===== src/rtl/mips_pkg.sv =====
// Shared MIPS decode definitions: opcode/funct codes, field extraction and
// destination-register decode. Used by the decode, ALU and writeback stages.
package mips_pkg;

    localparam int DATA_W  = 32;
    localparam int REG_CNT = 32;
    localparam int REG_AW  = 5;
    localparam int INSTR_W = 32;

    localparam logic [5:0] OP_RTYPE = 6'b000000;
    localparam logic [5:0] OP_BEQ   = 6'b000100;
    localparam logic [5:0] OP_BNE   = 6'b000101;
    localparam logic [5:0] OP_ADDI  = 6'b001000;
    localparam logic [5:0] OP_ADDIU = 6'b001001;
    localparam logic [5:0] OP_SLTI  = 6'b001010;
    localparam logic [5:0] OP_SLTIU = 6'b001011;
    localparam logic [5:0] OP_ANDI  = 6'b001100;
    localparam logic [5:0] OP_ORI   = 6'b001101;
    localparam logic [5:0] OP_XORI  = 6'b001110;
    localparam logic [5:0] OP_LW    = 6'b100011;
    localparam logic [5:0] OP_SW    = 6'b101011;

    localparam logic [5:0] FN_ADD   = 6'b100000;
    localparam logic [5:0] FN_ADDU  = 6'b100001;
    localparam logic [5:0] FN_SUB   = 6'b100010;
    localparam logic [5:0] FN_AND   = 6'b100100;
    localparam logic [5:0] FN_OR    = 6'b100101;

    typedef struct packed {
        logic              has_dest;
        logic [REG_AW-1:0] addr;
    } dest_t;

    function automatic logic [5:0] f_opcode(input logic [INSTR_W-1:0] instr);
        return instr[31:26];
    endfunction

    function automatic logic [REG_AW-1:0] f_rs(input logic [INSTR_W-1:0] instr);
        return instr[25:21];
    endfunction

    function automatic logic [REG_AW-1:0] f_rt(input logic [INSTR_W-1:0] instr);
        return instr[20:16];
    endfunction

    function automatic logic [REG_AW-1:0] f_rd(input logic [INSTR_W-1:0] instr);
        return instr[15:11];
    endfunction

    function automatic logic [5:0] f_funct(input logic [INSTR_W-1:0] instr);
        return instr[5:0];
    endfunction

    // R-type writes rd, ALU-immediate and lw write rt; a target of r0 is
    // treated as "no destination" since r0 can never be pending.
    function automatic dest_t dest_reg(input logic [INSTR_W-1:0] instr);
        dest_t d;
        d.has_dest = 1'b0;
        d.addr     = 5'd0;
        case (f_opcode(instr))
            OP_RTYPE: begin
                d.has_dest = 1'b1;
                d.addr     = f_rd(instr);
            end
            OP_ADDI, OP_ADDIU, OP_SLTI, OP_SLTIU,
            OP_ANDI, OP_ORI, OP_XORI, OP_LW: begin
                d.has_dest = 1'b1;
                d.addr     = f_rt(instr);
            end
            default: begin
                d.has_dest = 1'b0;
                d.addr     = 5'd0;
            end
        endcase
        if (d.addr == 5'd0) begin
            d.has_dest = 1'b0;
        end else begin
            d.has_dest = d.has_dest;
        end
        return d;
    endfunction

endpackage


===== src/rtl/id_stage_if.sv =====
// Decode-stage bus: instruction input handshake, ALU operand output
// handshake and the writeback port from the memory/writeback stage.
interface id_stage_if;
    import mips_pkg::*;

    logic               in_valid;
    logic               in_ready;
    logic [INSTR_W-1:0] in_instr;
    logic               out_valid;
    logic               out_ready;
    logic [INSTR_W-1:0] out_instr;
    logic [DATA_W-1:0]  out_reg_a;
    logic [DATA_W-1:0]  out_reg_b;
    logic               wb_en;
    logic [REG_AW-1:0]  wb_addr;
    logic [DATA_W-1:0]  wb_data;

    // Driver side: fetch, ALU consumer and writeback stage.
    modport master (
        output in_valid, in_instr, out_ready, wb_en, wb_addr, wb_data,
        input  in_ready, out_valid, out_instr, out_reg_a, out_reg_b
    );

    // Decode stage side.
    modport slave (
        input  in_valid, in_instr, out_ready, wb_en, wb_addr, wb_data,
        output in_ready, out_valid, out_instr, out_reg_a, out_reg_b
    );
endinterface


===== src/rtl/id_stage_gpr_file.sv =====
// 32x32 general-purpose register file: two asynchronous read ports, one
// synchronous write port, write-through bypass, r0 hardwired to zero.
module gpr_file
    import mips_pkg::*;
(
    input  logic              clk,
    input  logic              rst_n,
    input  logic [REG_AW-1:0] raddr_a,
    output logic [DATA_W-1:0] rdata_a,
    input  logic [REG_AW-1:0] raddr_b,
    output logic [DATA_W-1:0] rdata_b,
    input  logic              we,
    input  logic [REG_AW-1:0] waddr,
    input  logic [DATA_W-1:0] wdata
);

    logic [DATA_W-1:0] mem_r [REG_CNT];

    // Storage: cleared on reset, r0 is never written.
    always_ff @(posedge clk or negedge rst_n) begin
        if (!rst_n) begin
            for (int i = 0; i < REG_CNT; i++) begin
                mem_r[i] <= 32'd0;
            end
        end else if (we && (waddr != 5'd0)) begin
            mem_r[waddr] <= wdata;
        end
    end

    // Read port A with same-cycle write bypass.
    always_comb begin
        if (raddr_a == 5'd0) begin
            rdata_a = 32'd0;
        end else if (we && (waddr == raddr_a)) begin
            rdata_a = wdata;
        end else begin
            rdata_a = mem_r[raddr_a];
        end
    end

    // Read port B with same-cycle write bypass.
    always_comb begin
        if (raddr_b == 5'd0) begin
            rdata_b = 32'd0;
        end else if (we && (waddr == raddr_b)) begin
            rdata_b = wdata;
        end else begin
            rdata_b = mem_r[raddr_b];
        end
    end

endmodule


===== src/rtl/id_stage.sv =====
// Instruction-decode stage: reads rs/rt operands, interlocks RAW/WAW hazards
// with a per-register pending scoreboard and holds a one-entry output slot
// feeding the ALU.
module id_stage
    import mips_pkg::*;
(
    input  logic     clk,
    input  logic     rst_n,
    id_stage_if.slave bus
);

    logic [REG_AW-1:0]  rs_s;
    logic [REG_AW-1:0]  rt_s;
    logic [REG_AW-1:0]  hold_rs_s;
    logic [REG_AW-1:0]  hold_rt_s;
    dest_t              dest_s;
    logic [DATA_W-1:0]  rd_a_s;
    logic [DATA_W-1:0]  rd_b_s;
    logic [REG_CNT-1:0] pending_r;
    logic [REG_CNT-1:0] pending_nxt_s;
    logic [REG_CNT-1:0] pend_eff_s;
    logic               wb_live_s;
    logic               slot_free_s;
    logic               hazard_s;
    logic               in_ready_s;
    logic               accept_s;
    logic               out_valid_r;
    logic [INSTR_W-1:0] out_instr_r;
    logic [DATA_W-1:0]  out_reg_a_r;
    logic [DATA_W-1:0]  out_reg_b_r;

    // Field decode of the incoming and the held instruction.
    always_comb begin
        rs_s      = f_rs(bus.in_instr);
        rt_s      = f_rt(bus.in_instr);
        dest_s    = dest_reg(bus.in_instr);
        hold_rs_s = f_rs(out_instr_r);
        hold_rt_s = f_rt(out_instr_r);
        wb_live_s = bus.wb_en && (bus.wb_addr != 5'd0);
    end

    gpr_file u_gpr_file (
        .clk     (clk),
        .rst_n   (rst_n),
        .raddr_a (rs_s),
        .rdata_a (rd_a_s),
        .raddr_b (rt_s),
        .rdata_b (rd_b_s),
        .we      (bus.wb_en),
        .waddr   (bus.wb_addr),
        .wdata   (bus.wb_data)
    );

    // Pending bits as seen this cycle: a same-cycle writeback already retires them.
    always_comb begin
        pend_eff_s = {REG_CNT{1'b0}};
        for (int i = 1; i < REG_CNT; i++) begin
            pend_eff_s[i] = pending_r[i] && !(bus.wb_en && (bus.wb_addr == REG_AW'(i)));
        end
    end

    // Hazard and handshake: r0 is never pending, so rs/rt = 0 never stall.
    always_comb begin
        slot_free_s = !out_valid_r || bus.out_ready;
        hazard_s    = pend_eff_s[rs_s] || pend_eff_s[rt_s] ||
                      (dest_s.has_dest && pend_eff_s[dest_s.addr]);
        in_ready_s  = slot_free_s && !hazard_s;
        accept_s    = bus.in_valid && in_ready_s;
    end

    // Scoreboard next state: writeback clears, accept with a destination sets (set wins).
    always_comb begin
        pending_nxt_s = pending_r;
        for (int i = 1; i < REG_CNT; i++) begin
            if (accept_s && dest_s.has_dest && (dest_s.addr == REG_AW'(i))) begin
                pending_nxt_s[i] = 1'b1;
            end else if (bus.wb_en && (bus.wb_addr == REG_AW'(i))) begin
                pending_nxt_s[i] = 1'b0;
            end else begin
                pending_nxt_s[i] = pending_r[i];
            end
        end
        pending_nxt_s[0] = 1'b0;
    end

    // Scoreboard register.
    always_ff @(posedge clk or negedge rst_n) begin
        if (!rst_n) begin
            pending_r <= {REG_CNT{1'b0}};
        end else begin
            pending_r <= pending_nxt_s;
        end
    end

    // Output slot: load on accept, drain when free, refresh held operands on writeback.
    always_ff @(posedge clk or negedge rst_n) begin
        if (!rst_n) begin
            out_valid_r <= 1'b0;
            out_instr_r <= 32'd0;
            out_reg_a_r <= 32'd0;
            out_reg_b_r <= 32'd0;
        end else if (accept_s) begin
            out_valid_r <= 1'b1;
            out_instr_r <= bus.in_instr;
            out_reg_a_r <= rd_a_s;
            out_reg_b_r <= rd_b_s;
        end else if (slot_free_s) begin
            out_valid_r <= 1'b0;
        end else begin
            if (wb_live_s && (bus.wb_addr == hold_rs_s)) begin
                out_reg_a_r <= bus.wb_data;
            end
            if (wb_live_s && (bus.wb_addr == hold_rt_s)) begin
                out_reg_b_r <= bus.wb_data;
            end
        end
    end

    assign bus.in_ready  = in_ready_s;
    assign bus.out_valid = out_valid_r;
    assign bus.out_instr = out_instr_r;
    assign bus.out_reg_a = out_reg_a_r;
    assign bus.out_reg_b = out_reg_b_r;

endmodule


===== src/flat_wrapper.sv =====
// flat-port wrapper written by rule: the top's interface ports become plain ports
module id_stage_flat import mips_pkg::*;
  (clk, rst_n, bus_in_valid, bus_in_instr, bus_out_ready, bus_wb_en, bus_wb_addr, bus_wb_data, bus_in_ready, bus_out_valid, bus_out_instr, bus_out_reg_a, bus_out_reg_b);
  id_stage_if bus_i ();
  input  logic clk;
  input  logic rst_n;
  input wire logic [$bits(bus_i.in_valid)-1:0] bus_in_valid;
  input wire logic [$bits(bus_i.in_instr)-1:0] bus_in_instr;
  input wire logic [$bits(bus_i.out_ready)-1:0] bus_out_ready;
  input wire logic [$bits(bus_i.wb_en)-1:0] bus_wb_en;
  input wire logic [$bits(bus_i.wb_addr)-1:0] bus_wb_addr;
  input wire logic [$bits(bus_i.wb_data)-1:0] bus_wb_data;
  output wire logic [$bits(bus_i.in_ready)-1:0] bus_in_ready;
  output wire logic [$bits(bus_i.out_valid)-1:0] bus_out_valid;
  output wire logic [$bits(bus_i.out_instr)-1:0] bus_out_instr;
  output wire logic [$bits(bus_i.out_reg_a)-1:0] bus_out_reg_a;
  output wire logic [$bits(bus_i.out_reg_b)-1:0] bus_out_reg_b;
  assign bus_i.in_valid = bus_in_valid;
  assign bus_i.in_instr = bus_in_instr;
  assign bus_i.out_ready = bus_out_ready;
  assign bus_i.wb_en = bus_wb_en;
  assign bus_i.wb_addr = bus_wb_addr;
  assign bus_i.wb_data = bus_wb_data;
  assign bus_in_ready = bus_i.in_ready;
  assign bus_out_valid = bus_i.out_valid;
  assign bus_out_instr = bus_i.out_instr;
  assign bus_out_reg_a = bus_i.out_reg_a;
  assign bus_out_reg_b = bus_i.out_reg_b;
  id_stage u_core (.clk(clk), .rst_n(rst_n), .bus(bus_i));
endmodule

===== config.mk =====
export PLATFORM = sky130hd
export DESIGN_NAME = id_stage_flat
export DESIGN_NICKNAME = d
export VERILOG_FILES = /design/src/rtl/mips_pkg.sv /design/src/rtl/id_stage_if.sv /design/src/rtl/id_stage_gpr_file.sv /design/src/rtl/id_stage.sv /design/src/flat_wrapper.sv
export SDC_FILE = /design/constraint.sdc
export NUM_CORES = 2
export LEC_CHECK = 0
export CAP_MARGIN = 20
export CORE_AREA = 2 2 460 462
export CTS_BUF_LIST = sky130_fd_sc_hd__clkbuf_16
export DETAILED_ROUTE_END_ITERATION = 10
export DIE_AREA = 0 0 462 464
export PLACE_DENSITY_LB_ADDON = 0.08
export SYNTH_ARGS = -nofsm -noshare
export SYNTH_HDL_FRONTEND = slang
export SYNTH_HIERARCHICAL = 1
export SYNTH_SLANG_ARGS = --single-unit

===== constraint.sdc =====
create_clock -name clk -period 3.22 [get_ports clk]
set_clock_uncertainty 0.1 [all_clocks]
set_input_delay 0.322 -clock clk [delete_from_list [all_inputs] [get_ports clk]]
set_output_delay 0.322 -clock clk [all_outputs]
set_load 0.005 [all_outputs]

==> results.txt <==
fillcell total: 19966
Synth top area share: 46.0%
PD cells: 604 nW/µm²
most common cell in the netlist: dfrtp_1
pins over their slew limit: 0
kind of end point of the critical path: output port
num rows: 168
HP Class: primary input to register
number of synthesized register bits: 1152
critical path data required time: 2800 ps
routed len/inst: 34.4 µm
largest net degree at the start of global routing: 106
hold path cells: 4
worst vdd ir: 0.515 mV
ys flop type: dfrtp_1
clock root buffer: clkbuf_16
layout cell share with drive strength beyond 1: 47.3%
leading post-synthesis cells by cell area: dfrtp_1 (46%), mux2_2 (16%), mux4_2 (16%)
placed standard-cell area: 72100 µm²
element type at the critical path start: register
Area Overhead vs Synth: 23.4%
Peak Freq: 0.295 GHz
Post-DRT Antenna Nets: 0
first-pass GRT wire length: 371000 µm
I/O pins: 172
initial antenna violation count: 12
Cells after Synth: 4311
Die Area: 214000 µm²
PnR worst setup slack: -165 ps
drt pass-1 iters: 5
status: finished, violations left
Final Hold Slack: 58.1 ps
Setup-failing EPs final: 1
CTS Buffer Depth: 3
Crit Path Class: register to output port
setup TNS: -165 ps
Net count, final: 4838
failing checks: negative setup slack
Synth cell types: 90
Synth top cells by count: dfrtp_1 (1152), mux2_2 (916), mux4_2 (434)
Starting Density: 29.9%
Worst EP arrival: 2960 ps
Warnings, synthesis: 6
Syn Nets: 4385
worst-skew pair later-pin latency: 820 ps
core region area: 209000 µm²
RSZ-0062 raised after global routing: true
syn avg cell area: 14.5 µm²
R2R depth: 12
Slew @ Worst Pin: 1010 ps
critical path fanouts, max: 2
normalized max-slew margin: 32.2%
Post-synth EDFFs: 0
post-synthesis async set-or-reset flop share: 100%
total CTS buffers: 145
Die Y: 464 µm
Leak: 33.4 nW
CTS tree: built
register area share after synthesis: 46.0%
port buffer count: 171
# DRC: 0
Overflow after GRT: 0
Hold Fails Final Rpt: 0
clk slew on worst S/H paths: 60 ps
crit path time final: 3380 ps
Setup Slack @ Placement: -876 ps
Final period util: 105%
DRT Wirelength: 264000 µm
Final Cell Area: 77300 µm²
vias per cell: 5.60
clk sinks: 1152
Synth area leader: dfrtp_1
Vias: 43082
Synth Cell Area: 62600 µm²
# Max-Cap Violations: 0
DRT iter0 DRCs: 3069
Die Span X: 462 µm
H-tree depth: 4
Total GRT Usage: 24.5%
vias in the first global route: 44810
Routability Congestion: 0.852
DP Wirelength: 179000 µm
-- layout by cell type, fill, tap and decap left out, drive strengths merged, types with 23 or more instances in the layout --
cell type and n:
mux2 1206, dfrtp 1152, buf 597, mux4 445
mux2i 168, clkbuf 151, clkdlybuf4s50 150, a22oi 137
o21ai 79, inv 55, clkinv 55, nand2 52
nor2 50, a21oi 43, o31ai 40, o211ai 30
o22ai 29, a221oi 28, nand3 26, dlygate4sd3 23
-- area by class of cell --
cell class / count / area (µm²) / share of cell area, %
antenna: 7 / 17.5 / 0.0227
clock buffer: 151 / 3780 / 4.89
clock inverter: 111 / 872 / 1.13
inverter: 14 / 52.6 / 0.0680
multi-input combinational: 2671 / 31900 / 41.3
sequential: 1152 / 28800 / 37.3
tap: 2805 / 3510 / 4.54
timing repair buffer: 780 / 8280 / 10.7
-- worst paths after layout --
check	startpoint	endpoint	slack (ps)
max in group asynchronous	rst_n	u_core/u_gpr_file/mem_r[1008]	1450
worst min-delay path	bus_in_instr[18]	u_core/pending_r[26]	60
worst max-delay path	u_core/pending_r[19]	bus_in_ready	-160
worst min register to register	u_core/u_gpr_file/mem_r[1022]	u_core/u_gpr_file/mem_r[1022]	290
min in group asynchronous	rst_n	u_core/u_gpr_file/mem_r[392]	550
worst max register to register	u_core/pending_r[19]	u_core/bus.out_reg_a[22]	30
-- logic make-up after synthesis --
kind of cell,share of synthesized area [%]
multiplexers,40.9
flip-flops,46.0
AO/OA/AOI/OAI,6.70
buffers and inverters,3.74
AND/OR/NAND/NOR,2.27
XOR/XNOR,0.350
-- power breakdown --
part	switching (mW)	total, mW	internal, mW
registers	2.24	19.6	17.4
clock network	6.87	16.3	9.43
logic	4.32	10.8	6.46
-- stage by stage --
step | util, % | power (mW) | instances
5_1_grt | 36.9 | 48.9 | 7685
6_report | 36.9 | 46.7 | 7691
4_1_cts | 36.8 | 47.3 | 7676
3_5_place_dp | 34.5 | 30.6 | 7389
3_3_place_gp | 34.5 | 30.5 | 7389
2_1_floorplan | - | 25.8 | 4311
-- what timing repair did --
item,CTS,global route
hold buffers,21,3
hold endpoints to repair,1021,3
setup buffers,4,4
resized for setup,27,29
pin swaps,5,10
endpoints found under the setup margin,36,10
-- critical path, stage by stage (launching register included) --
cell and delay, ps:
dfrtp_1 410, mux2_4 310, o311ai_4 90, o31ai_2 100, a32o_1 220, a2111o_1 330, a211oi_2 250, buf_4 180
nand2_4 50, nor2_4 70, buf_2 110
-- routing by layer --
metal  global-route usage [%]  part of all wire [%]  routed length (µm)
met5                        0                 0.023                  62
met4                     6.20                   2.6                6780
met3                     3.45                   4.5               12000
met2                     39.3                    47              124000
met1                     34.8                    46              121000
-- sequential cells by signal (all words and copies together) (netlist names) --
signal / cells
u_core/bus.out_instr: 32
u_core/bus.out_valid: 1
u_core/bus.out_reg_b: 32
u_core/pending_r: 31
u_core/bus.out_reg_a: 32
u_core/u_gpr_file/mem_r: 1024
Power figures use the tool's default switching activity.
